## src/rtl/pipe_ctrl.sv

```systemverilog
// Pipeline control for the 5-stage Y86-64 core: per-cycle stall/bubble
// controls, run-state FSM, and saturating cycle / retired-instruction counters.
module pipe_ctrl #(
    parameter int CNT_W = 32
) (
    input  logic             clk,
    input  logic             rst,
    input  logic             start,
    input  logic [3:0]       D_icode,
    input  logic [3:0]       d_srcA,
    input  logic [3:0]       d_srcB,
    input  logic [3:0]       E_icode,
    input  logic [3:0]       E_dstM,
    input  logic             e_Cnd,
    input  logic [3:0]       M_icode,
    input  logic [1:0]       m_stat,
    input  logic [3:0]       W_icode,
    input  logic [1:0]       W_stat,
    output logic             F_stall,
    output logic             D_stall,
    output logic             D_bubble,
    output logic             E_bubble,
    output logic             M_bubble,
    output logic             W_stall,
    output logic [1:0]       run_state,
    output logic [1:0]       cpu_stat,
    output logic             done,
    output logic [CNT_W-1:0] cycle_cnt,
    output logic [CNT_W-1:0] instr_cnt
);

    // state | meaning
    // IDLE  | waiting for start; pipe drains to nops, PC frozen
    // RUN   | normal execution, hazard logic active
    // HALT  | halt retired; everything frozen until rst
    // ERR   | ADR/INS exception retired; frozen until rst
    typedef enum logic [1:0] {
        ST_IDLE = 2'b00,
        ST_RUN  = 2'b01,
        ST_HALT = 2'b10,
        ST_ERR  = 2'b11
    } state_t;

    localparam logic [3:0] I_NOP    = 4'h1;
    localparam logic [3:0] I_JXX    = 4'h7;
    localparam logic [3:0] I_MRMOVQ = 4'h5;
    localparam logic [3:0] I_RET    = 4'h9;
    localparam logic [3:0] I_POPQ   = 4'hB;
    localparam logic [3:0] R_NONE   = 4'hF;

    state_t state_q, state_d;

    logic lu, ret, mp, exc;
    logic d_bubble_raw;

    always_comb begin
        lu  = (E_icode == I_MRMOVQ || E_icode == I_POPQ) && (E_dstM != R_NONE) &&
              (E_dstM == d_srcA || E_dstM == d_srcB);
        ret = (D_icode == I_RET) || (E_icode == I_RET) || (M_icode == I_RET);
        mp  = (E_icode == I_JXX) && !e_Cnd;
        exc = (m_stat != 2'b00) || (W_stat != 2'b00);
    end

    always_ff @(posedge clk) begin
        if (rst) begin
            state_q <= ST_IDLE;
        end else begin
            state_q <= state_d;
        end
    end

    always_comb begin
        state_d      = state_q;
        F_stall      = 1'b0;
        D_stall      = 1'b0;
        d_bubble_raw = 1'b0;
        E_bubble     = 1'b0;
        M_bubble     = 1'b0;
        W_stall      = 1'b0;
        case (state_q)
            ST_IDLE: begin
                F_stall      = 1'b1;
                d_bubble_raw = 1'b1;
                E_bubble     = 1'b1;
                M_bubble     = 1'b1;
                if (start) state_d = ST_RUN;
            end
            ST_RUN: begin
                F_stall      = lu | ret;
                D_stall      = lu;
                d_bubble_raw = mp | (ret & !lu);
                E_bubble     = mp | lu;
                M_bubble     = exc;
                W_stall      = (W_stat != 2'b00);
                if (W_stat == 2'b01)      state_d = ST_HALT;
                else if (W_stat[1])       state_d = ST_ERR;
            end
            default: begin
                F_stall  = 1'b1;
                D_stall  = 1'b1;
                M_bubble = 1'b1;
                W_stall  = 1'b1;
            end
        endcase
        // A stalled decode register must keep its contents, so stall wins.
        D_bubble = d_bubble_raw & !D_stall;
    end

    always_ff @(posedge clk) begin
        if (rst) begin
            cpu_stat  <= 2'b00;
            cycle_cnt <= '0;
            instr_cnt <= '0;
        end else if (state_q == ST_RUN) begin
            if (state_d != ST_RUN) cpu_stat <= W_stat;
            if (cycle_cnt != '1) cycle_cnt <= cycle_cnt + CNT_W'(1);
            if (W_stat == 2'b00 && W_icode != I_NOP && instr_cnt != '1)
                instr_cnt <= instr_cnt + CNT_W'(1);
        end
    end

    assign run_state = state_q;
    assign done      = (state_q == ST_HALT) || (state_q == ST_ERR);

endmodule

```

## config.mk

```make
export PLATFORM = sky130hd
export DESIGN_NAME = pipe_ctrl
export DESIGN_NICKNAME = d
export VERILOG_FILES = /design/src/rtl/pipe_ctrl.sv
export SDC_FILE = /design/constraint.sdc
export NUM_CORES = 1
export LEC_CHECK = 0
export BUFFER_PORTS_ARGS = -buffer_cell sky130_fd_sc_hd__buf_2
export CORE_UTILIZATION = 52
export DETAILED_ROUTE_END_ITERATION = 10
export GPL_TIMING_DRIVEN = 0
export PLACE_DENSITY = 0.88
export SLEW_MARGIN = 10
export SYNTH_ARGS = -nofsm -noshare
export SYNTH_HDL_FRONTEND = slang
export SYNTH_SLANG_ARGS = --single-unit
```

## constraint.sdc

```tcl
create_clock -name clk -period 2.38 [get_ports clk]
set_input_delay 0.476 -clock clk [delete_from_list [all_inputs] [get_ports clk]]
set_output_delay 0.476 -clock clk [all_outputs]
set_load 0.005 [all_outputs]
```

* Word-level counts from Yosys, hierarchy flattened
Index checks and enable logic that the tools add are counted.
** Word-level totals
- Bits of input ports :: 36
- Bits in registers :: 68
- Word-level logic and storage cells :: 59
** Cells by class
- Reduce and logical (&&, ||, !) cells :: 21
- Multiplexer cells :: 10
- Equal/unequal tests :: 17
- Add/subtract/negate cells :: 2
- Bitwise gates (word level) :: 5
** Operators with widths (number)
- adder 32 x 1 -> 32 bit (second input constant) :: 2
- inequality test 32 bit (second input constant) :: 2
- equality test 4 bit (second input constant) :: 4
- equality test 4 x 3 -> 1 bit (second input constant) :: 2
- equality test 4 bit :: 2
- case mux 1 bit (2 select lines) :: 4
- logical OR 1 bit :: 6
- 2-to-1 mux 2 bit :: 3
- AND reduction 2 bit :: 3
- logical AND 1 bit :: 5
- equality test 2 x 1 -> 1 bit (second input constant) :: 2
- equality test 2 bit (second input constant) :: 2
- logical NOT 2 bit :: 2
- inequality test 4 x 1 -> 1 bit (second input constant) :: 1
- inequality test 4 bit (second input constant) :: 1
- case mux 2 bit (2 select lines) :: 1
- nonzero test 2 bit :: 2
- logical NOT 1 bit :: 3
- OR 1 bit :: 3
- AND 1 bit :: 2
- 2-to-1 mux 1 bit :: 2
- inequality test 2 x 1 -> 1 bit (second input constant) :: 1

* Depth between registers and ports, before layout
Gate-level depths: netlist of run 1.
- Depth after elaboration :: 9
- Gate-level depth with buffers :: 8
- Mapped depth without buffers :: 6

* Worst setup path before layout of run 1
Ideal clock, no wire load.
- Path kind :: input to register
- From :: input W_stat[0]
- To :: register instr_cnt[15]
- Library setup time :: 121 ps
- Data required time :: 2259 ps
- Stages :: 6
- Path slack :: 325 ps
- Buffers on the path :: 1
- Arrival :: 1935 ps
- Cell sequence :: or2_1 > nor3_4 > a21bo_4 > buf_6 > nor4_1 > mux2_2
** On the way
- Word-level cells in the longest chain between the ends :: 4
** RTL lines
- start, declared :: RTL line 18 : input logic [1:0] W_stat,
- logical NOT 2 bit :: RTL line 117 : if (W_stat == 2'b00 && W_icode != I_NOP && instr_cnt != '1)
- logical AND 1 bit (2 in series) :: RTL line 117
- AND reduction 2 bit (no source line)
- end signal, assigned :: RTL line 118 : instr_cnt <= instr_cnt + CNT_W'(1);
- end, declared :: RTL line 29 : output logic [CNT_W-1:0] instr_cnt
Every way passes these cells.
A chain may end at the register's enable or synchronous reset.

* Worst setup path in the final report of run 1
- From :: register instr_cnt[2]
- To :: register instr_cnt[17]
** On the way
- Word-level cells in the longest chain between the ends :: 3
** RTL lines
- branches (longest 3 deep; another with adder 32 x 1 -> 32 bit)
Several ways; the timed one is not identified.

==> flow_summary.ini, run 1 <==
[floorplan]
die_h_microns = 86.9
io_pins = 111
dieArea_sq_um = 7540
core-area_sq_um = 6870
num_rows = 30
die_width_microns = 86.9
initial_core_util_pct = 54.5

[cts]
cts_tree = done
clk_pin_slew_worst_paths_ps = 70
root_buffer = clkbuf_8
clk_path_buf_depth = 2
ctsHtreeMaxLevel = 3
clock-sinks = 68
cts_buffers = 9
clkLatencyLatePin_ps = 350

[setup_path]
crit_required_ps = 2600
worstReg2RegStart = instr_cnt[2]$_SDFFE_PP0P_
r2r_end = instr_cnt[17]$_SDFFE_PP0P_
r2r_slack_ps = 120
end_kind = flop
crit_path_start_kind = flop
critPathKind = flop to flop
reg2reg_depth = 6
worst_ep_arrival_time_ps = 2480
critPathMaxFanout = 10

[sta]
setup_viol = 0
fmax_mhz = 443
hold_viol = 0
min_period_ps = 2260
drv_slew = 0
period_share_pct = 94.9
slew_headroom_pct = 61.3
skew_ps = 8.23
rsz0062_at_grt = false
fin_ws_ps = 122
tightest_slew_ps = 573
setup_tns_ps = 0

[routing]
vias = 4069
drt_iter0_markers = 241
drcViolationCount = 0
wl_per_cell_microns = 15.2
antenna_left = 0
routed_wl_microns = 10200
vias_per_cell = 6.06
dr.pass1.iters = 5

[global_routing]
grt_max_degree = 11
antenna_found_initial = 0
grt_pass1_wl_microns = 16700
grt_pass1_vias = 3686
grt_overflow_total = 0
grt_usage_pct = 27.9

[synth]
syn-num-nets = 487
yosysSeqAreaShare_pct = 36.4
yosys_warnings = 0
syn_inst = 449
synth_cell_types = 57
ys_async_sr_fraction_pct = 0
synthFlopType = dfxtp_1
synth_area_sq_um = 3740
synth_edf_count = 0
syn_area_per_cell_sq_um = 8.34
ys_ff_latch = 68

[min_path]
min_path_type = primary input to flop
hp-start = W_stat[0]
hold_end = cpu_stat[0]$_SDFFE_PP0P_
whs_path_depth = 3

[finish]
num-fill-cells = 592
register_area_sq_um = 1360
fin_cells = 671
fin_util_pct = 67.0
nets = 612
multi_input_area_sq_um = 2240
syn2layout_area_growth_pct = 23.0
n_antenna_cell = 0
drive_above_1_share_pct = 28.3

[power]
sequentialPowerShare_pct = 55.1
p_leak_nw = 1.81
swShare_pct = 23.8
power_frac_comb_pct = 7.5
ir_drop_v = 0.000281
p_int_mw = 1.60
p_sw_mw = 0.501
cellPowerDensity_nw_per_um2 = 457
clkPwrFrac_pct = 37.4
power_mw = 2.10

[place]
portBuffers = 109
pre_cts_slack_ps = -27.2
gp_congestion = 0.865
dp_cells = 654
hpwl_microns = 7510

[outcome]
status = finished, final reports clean

[flow_run]
max-cap-violations = 0
worst max path at each step:
stage                                   start                          to  slack [ps]  depth (start not counted)
floorplan                           W_stat[0]  instr_cnt[15]$_SDFFE_PP0P_         320                          6
global placement                    W_stat[0]  instr_cnt[31]$_SDFFE_PP0P_          10                          7
detailed placement                  W_stat[0]  instr_cnt[31]$_SDFFE_PP0P_         -30                          7
CTS                 instr_cnt[0]$_SDFFE_PP0P_   instr_cnt[1]$_SDFFE_PP0P_          60                          8
global route        instr_cnt[0]$_SDFFE_PP0P_  instr_cnt[14]$_SDFFE_PP0P_          30                          8
finish              instr_cnt[2]$_SDFFE_PP0P_  instr_cnt[17]$_SDFFE_PP0P_         120                          6
cells in the mapped netlist (3+ instances only):
master,count,area (sq um)
dfxtp_1,68,1360
o31ai_1,20,150
a21oi_1,46,230
or2_2,3,18.8
clkbuf_1,14,52.6
inv_1,8,30.0
buf_2,3,15.0
buf_4,3,22.5
xor2_1,13,114
o21ai_0,27,135
and4_1,9,78.8
nor4_1,8,50.1
and2_1,5,31.3
or3_1,23,144
and3_1,4,25.0
nor2b_1,13,81.3
nor2_1,23,86.3
nand3_1,16,80.1
nor3_1,5,25.0
nor4bb_1,3,30.0
mux2_2,9,101
nand2_1,37,139
nand4_1,18,113
or4_1,28,210
o211ai_1,3,22.5
buf_6,3,33.8
per-layer routing:
layer	GRT usage [%]	up-vias	part of all wire (%)
li1	-	1953	-
met1	33.8	1914	42
met2	48.5	174	49
met3	5.50	28	6.6
met4	10.9	0	2.3
met5	0	-	0
cell families (layout without fill, tap and decap cells):
logic type / Yosys count / in the layout / share of synthesized area (%)
buffers and inverters: 32 / 158 / 4.24
XOR/XNOR: 14 / 14 / 3.28
adder cells (fa/ha/maj): 2 / 2 / 0.668
AND/OR/NAND/NOR: 213 / 213 / 34.4
multiplexers: 10 / 10 / 2.97
AO/OA/AOI/OAI: 110 / 110 / 18.1
flip-flops: 68 / 68 / 36.4
worst max-delay path: stages (launching register included):
cell and delay, ps:
dfxtp_1 440, nand4_2 230, or3_1 540, buf_2 230, clkbuf_1 260, o31ai_1 330, a21oi_1 100
repair_timing:
action                                  CTS  global route
hold buffers                              0             0
endpoints found under the setup margin    0            32
setup buffers                             0             5
gates resized for setup                   0             4
endpoints found under the hold margin     0             0
power by group through the flow:
stage,clock network [mW],logic (mW),registers (mW)
2_1_floorplan,0,0.0809,1.18
3_3_place_gp,0,0.154,1.18
3_5_place_dp,0,0.158,1.18
4_1_cts,0.793,0.159,1.16
5_1_grt,0.842,0.176,1.16
6_report,0.786,0.158,1.16
flip-flops by register name, summed over array words and instances, names as in the netlist:
register   cells
cpu_stat       2
cycle_cnt     32
run_state      2
instr_cnt     32
layout by cell type, fill, tap and decap left out, drive strengths merged, types with 2 or more instances in the layout:
cell type	count
nand2b	3
o2111ai	3
dfxtp	68
o31a	2
or4	28
or3	23
ha	2
nor4bb	3
o21ai	28
nand4	20
clkbuf	27
nor2	23
nand3	17
xor2	13
and3	4
buf	123
and2	5
nor3	7
a21oi	46
nor4	9
nand2	38
o211ai	3
and4	9
nand3b	2
or2	4
nor2b	13
o31ai	21
inv	8
mux2	9
cell type report:
type / instances / area share [%]
multi-input cells: 349 / 48.5
flip-flops and latches: 68 / 29.6
repair buffers: 114 / 12.7
clock buffers: 12 / 3.15
plain buffers: 24 / 2.83
well taps: 96 / 2.61
inverters: 8 / 0.652
per-stage QoR:
| step | hold WS (ps) | cell area, sq um |
|---|---|---|
| detailed placement | 465 | 4410 |
| global placement | 440 | 4410 |
| floorplan | 453 | 3740 |
| CTS | 429 | 4550 |
| finish | 435 | 4610 |
| global route | 455 | 4610 |
(Power assumes the default switching activity.)
==> run 2: changes to the inputs <==
--- a/config.mk
+++ b/config.mk
@@ -6,10 +6,10 @@
 export NUM_CORES = 1
 export LEC_CHECK = 0
 export BUFFER_PORTS_ARGS = -buffer_cell sky130_fd_sc_hd__buf_2
-export CORE_UTILIZATION = 52
+export CORE_UTILIZATION = 56
 export DETAILED_ROUTE_END_ITERATION = 10
 export GPL_TIMING_DRIVEN = 0
-export PLACE_DENSITY = 0.88
+export PLACE_DENSITY = 0.94
 export SLEW_MARGIN = 10
 export SYNTH_ARGS = -nofsm -noshare
 export SYNTH_HDL_FRONTEND = slang
==> constraint.sdc (replaced) <==
create_clock -name clk -period 2.6 [get_ports clk]
set_input_delay 0.52 -clock clk [delete_from_list [all_inputs] [get_ports clk]]
set_output_delay 0.52 -clock clk [all_outputs]
set_load 0.005 [all_outputs]
==> flow_summary.ini, run 2 (same netlist as run 1, synthesis figures left out) <==
[place]
portBuffers = 109
dp_cells = 635
hpwl_microns = 7470
placed_area_sq_um = 4390
gp_congestion = 0.878

[global_routing]
met3_usage_pct = 4.95
grt_pass1_wl_microns = 17200
grt_usage_pct = 29.9
grt_overflow_total = 0
grt_use_met2_pct = 50.3
grt_max_degree = 11
busiest_layer = met2
antenna_found_initial = 0
grt_use_met1_pct = 36.8
grt_pass1_vias = 3708

[routing]
wl_per_cell_microns = 15.8
drcViolationCount = 0
routed_wl_microns = 10300
antenna_left = 0
dr.pass1.iters = 5
vias = 4072
vias_per_cell = 6.26
drt_iter0_markers = 297

[finish]
fin_cells = 650
finish.instance_area_sq_um = 4590
n_antenna_cell = 0
nets = 607
largestRegisters = cycle_cnt x32, instr_cnt x32
layout_commonest_cell = buf_2
syn2layout_area_growth_pct = 22.6
drive_above_1_share_pct = 27.6
final_cell_mix = 112 x buf_2, 68 x dfxtp_1, 46 x a21oi_1

[cts]
clk_pin_slew_worst_paths_ps = 70
cts_resized = 0
cts_tree = done
cts_setup_buffers = 0
clock-sinks = 68
hold_buffers = 0
cts_buffers = 9
clkLatencyLatePin_ps = 350
root_buffer = clkbuf_8
ctsHtreeMaxLevel = 3
clk_path_buf_depth = 2

[power]
cellPowerDensity_nw_per_um2 = 460
power_mw = 2.11
ir_drop_v = 0.000359
p_leak_nw = 1.81

[floorplan]
core-area_sq_um = 6390
io_pins = 111
die_h_microns = 83.8
die_width_microns = 83.8
initial_core_util_pct = 58.6
num_rows = 29
dieArea_sq_um = 7020

[setup_path]
end_kind = flop
worst_ep_arrival_time_ps = 2590
critPathKind = flop to flop
crit_required_ps = 2820
critPathMaxFanout = 10
crit_path_start_kind = flop

[flow_run]
max-cap-violations = 0

[min_path]
min_path_type = flop to flop

[sta]
fmax_mhz = 422
setup_tns_ps = 0
skew_ps = 9.17
slew_headroom_pct = 61.6
tightest_slew_ps = 571
whs_ps = 456
rsz0062_at_grt = false
hold_viol = 0
setup_viol = 0
drv_slew = 0
period_share_pct = 91.2
min_period_ps = 2370

[outcome]
status = finished, final reports clean
-- run 2: layout make-up --
| type | instances | area [sq um] |
|---|---|---|
| repair buffers | 109 | 546 |
| plain buffers | 24 | 129 |
| well taps | 77 | 96.3 |
| clock inverters | 1 | 30.0 |
| clock buffers | 14 | 173 |
| fillers | 501 | 1800 |
| inverters | 8 | 30.0 |
| flip-flops and latches | 68 | 1360 |
| multi-input cells | 349 | 2220 |
-- run 2: power breakdown --
group / leakage [nW] / internal [mW] / total, mW / switching (mW)
Clock: 0.103 / 0.518 / 0.905 / 0.387
Sequential: 0.548 / 1.05 / 1.06 / 0.0115
Combinational: 1.16 / 0.0646 / 0.147 / 0.0826
Total: 1.81 / 1.63 / 2.11 / 0.481
-- run 2: layer usage --
layer	share of wire (%)	wire, microns	up-vias
li1	-	-	1936
met2	49	5010	198
met4	2.6	269	0
met1	42	4280	1913
met3	6.8	703	25
met5	0	0	-
-- run 2: critical path: stages, from the launching register on --
cell and delay (ps):
dfxtp_1 410, ha_1 270, nand4_1 220, nor4_4 420, a21bo_4 230, buf_2 220
buf_4 210, mux2i_1 200, nor2_1 50
-- run 2: final timing paths --
check / cells after the start / to / from / slack, ps
min reg2reg: 2 / cpu_stat[0]$_SDFFE_PP0P_ / cpu_stat[0]$_SDFFE_PP0P_ / 460
min: 2 / cpu_stat[0]$_SDFFE_PP0P_ / cpu_stat[0]$_SDFFE_PP0P_ / 460
max reg2reg: 8 / instr_cnt[1]$_SDFFE_PP0P_ / instr_cnt[0]$_SDFFE_PP0P_ / 230
max: 8 / instr_cnt[1]$_SDFFE_PP0P_ / instr_cnt[0]$_SDFFE_PP0P_ / 230
-- run 2: metrics by stage --
step,util (%),setup slack [ps]
2_1_floorplan,-,501
3_3_place_gp,68.7,198
3_5_place_dp,68.7,159
4_1_cts,71.8,258
5_1_grt,71.8,1.45
6_report,71.8,229
==> run 3: changes to the inputs <==
--- a/config.mk
+++ b/config.mk
@@ -6,7 +6,9 @@
 export NUM_CORES = 1
 export LEC_CHECK = 0
 export BUFFER_PORTS_ARGS = -buffer_cell sky130_fd_sc_hd__buf_2
-export CORE_UTILIZATION = 56
+export CELL_PAD_IN_SITES_DETAIL_PLACEMENT = 1
+export CELL_PAD_IN_SITES_GLOBAL_PLACEMENT = 1
+export CORE_UTILIZATION = 41
 export DETAILED_ROUTE_END_ITERATION = 10
 export GPL_TIMING_DRIVEN = 0
 export PLACE_DENSITY = 0.94
==> flow_summary.ini, run 3 (same netlist as run 1, synthesis figures left out) <==
[sta]
hold_viol = 0
setup_tns_ps = 0
min_period_ps = 2370
rsz0062_at_grt = false
skew_ps = 10.0
setup_viol = 0
drv_slew = 0
period_share_pct = 91.1
slew_headroom_pct = 60.6
tightest_slew_ps = 583
fmax_mhz = 422

[routing]
antenna_left = 0
dr.pass1.iters = 4
vias_per_cell = 6.01
drcViolationCount = 0
drt_iter0_markers = 140
routed_wl_microns = 12500
vias = 4086
wl_per_cell_microns = 18.3

[flow_run]
max-cap-violations = 0

[finish]
register_area_sq_um = 1360
multi_input_area_sq_um = 2220
final_cell_mix = 112 x buf_2, 68 x dfxtp_1, 46 x a21oi_1
largestRegisters = cycle_cnt x32, instr_cnt x32
syn2layout_area_growth_pct = 23.3
fin_util_pct = 52.7
nets = 607
layout_commonest_cell = buf_2
num-fill-cells = 1111
n_antenna_cell = 0
drive_above_1_share_pct = 27.6

[cts]
clkLatencyLatePin_ps = 350
cts_tree = done
root_buffer = clkbuf_8
clk_pin_slew_worst_paths_ps = 80
cts_resized = 0
clock-sinks = 68
ctsHtreeMaxLevel = 3
cts_buffers = 9
cts_setup_buffers = 0
clk_path_buf_depth = 2
hold_buffers = 0

[global_routing]
grt_max_degree = 11
grt_overflow_total = 0
grt_pass1_vias = 4287
antenna_found_initial = 0
grt_pass1_wl_microns = 20600
grt_usage_pct = 26.7

[min_path]
min_path_type = primary input to flop
hold_end = cpu_stat[1]$_SDFFE_PP0P_
hp-start = W_stat[1]
whs_path_depth = 3

[setup_path]
worst_ep_arrival_time_ps = 2640
critPathMaxFanout = 10
r2r_slack_ps = 230
crit_required_ps = 2870
r2r_end = instr_cnt[12]$_SDFFE_PP0P_
slowest_delay_ps = 460
crit_path_start_kind = flop
reg2reg_depth = 7
cp_cell_sequence = nand4_1, nor4_1, a21bo_4, buf_2, buf_4, o21ai_0, a21oi_1
worstReg2RegStart = instr_cnt[16]$_SDFFE_PP0P_
end_kind = flop
crit_slowest_cell = nor4_1
critPathKind = flop to flop

[power]
p_leak_nw = 1.81
ir_drop_v = 0.000198
cellPowerDensity_nw_per_um2 = 455

[floorplan]
die_h_microns = 97.6
dieArea_sq_um = 9520
core-area_sq_um = 8760
io_pins = 111
die_width_microns = 97.6
initial_core_util_pct = 42.7
num_rows = 34

[place]
hpwl_microns = 9060
gp_congestion = 0.884
portBuffers = 109

[outcome]
status = finished, final reports clean
-- run 3: cell count changes in the layout (fill, tap and decap cells not counted) --
| cell | previous run | this run |
|---|---|---|
| clkbuf_1 | 16 | 15 |
| clkbuf_8 | 12 | 11 |
| clkinv_2 | 0 | 1 |
-- run 3: worst max-delay path by stage --
stage                               start                    endpoint
2_1_floorplan                   W_stat[0]  instr_cnt[15]$_SDFFE_PP0P_
3_3_place_gp                    W_stat[0]  instr_cnt[31]$_SDFFE_PP0P_
3_5_place_dp                    W_stat[0]  instr_cnt[29]$_SDFFE_PP0P_
4_1_cts         instr_cnt[0]$_SDFFE_PP0P_  instr_cnt[12]$_SDFFE_PP0P_
5_1_grt         cycle_cnt[8]$_SDFFE_PP0P_  cycle_cnt[13]$_SDFFE_PP0P_
6_report       instr_cnt[16]$_SDFFE_PP0P_  instr_cnt[12]$_SDFFE_PP0P_
-- run 3: critical path: cells and delay by family, from the launching register on --
family / cells / cell delay, ps
flops: 1 / 440
compound gates: 3 / 580
simple gates: 2 / 820
buf+inv: 2 / 460
-- run 3: metal layers --
layer	up-vias	track usage (%)	part of all wire [%]
met5	-	0	0
met4	0	10.5	2.2
met3	25	4.68	5.0
met2	132	47.5	51
met1	1992	31.5	42
li1	1937	-	-
-- run 3: metrics by stage --
step	std cells	area, sq um	hold WS (ps)	power (mW)	setup slack, ps
after floorplan	449	3740	453	1.16	501
after global placement	666	4420	440	1.23	178
after detailed placement	666	4420	469	1.24	128
after CTS	680	4610	462	2.11	171
after global routing	680	4610	494	2.18	45.5
final	680	4610	474	2.10	233
-- run 3: layout make-up --
class,count,area share [%]
Clock inverter,2,0.759
Multi-Input combinational cell,349,48.2
Timing Repair Buffer,109,11.8
Tap cell,108,2.93
Inverter,8,0.651
Buffer,24,2.79
Clock buffer,12,3.36
Sequential cell,68,29.5
-- run 3: where the power goes --
| group | total (mW) | switching, mW | internal (mW) |
|---|---|---|---|
| clock | 0.887 | 0.403 | 0.484 |
| sequential | 1.06 | 0.0118 | 1.05 |
| combinational | 0.151 | 0.0866 | 0.0645 |
| total | 2.10 | 0.501 | 1.60 |
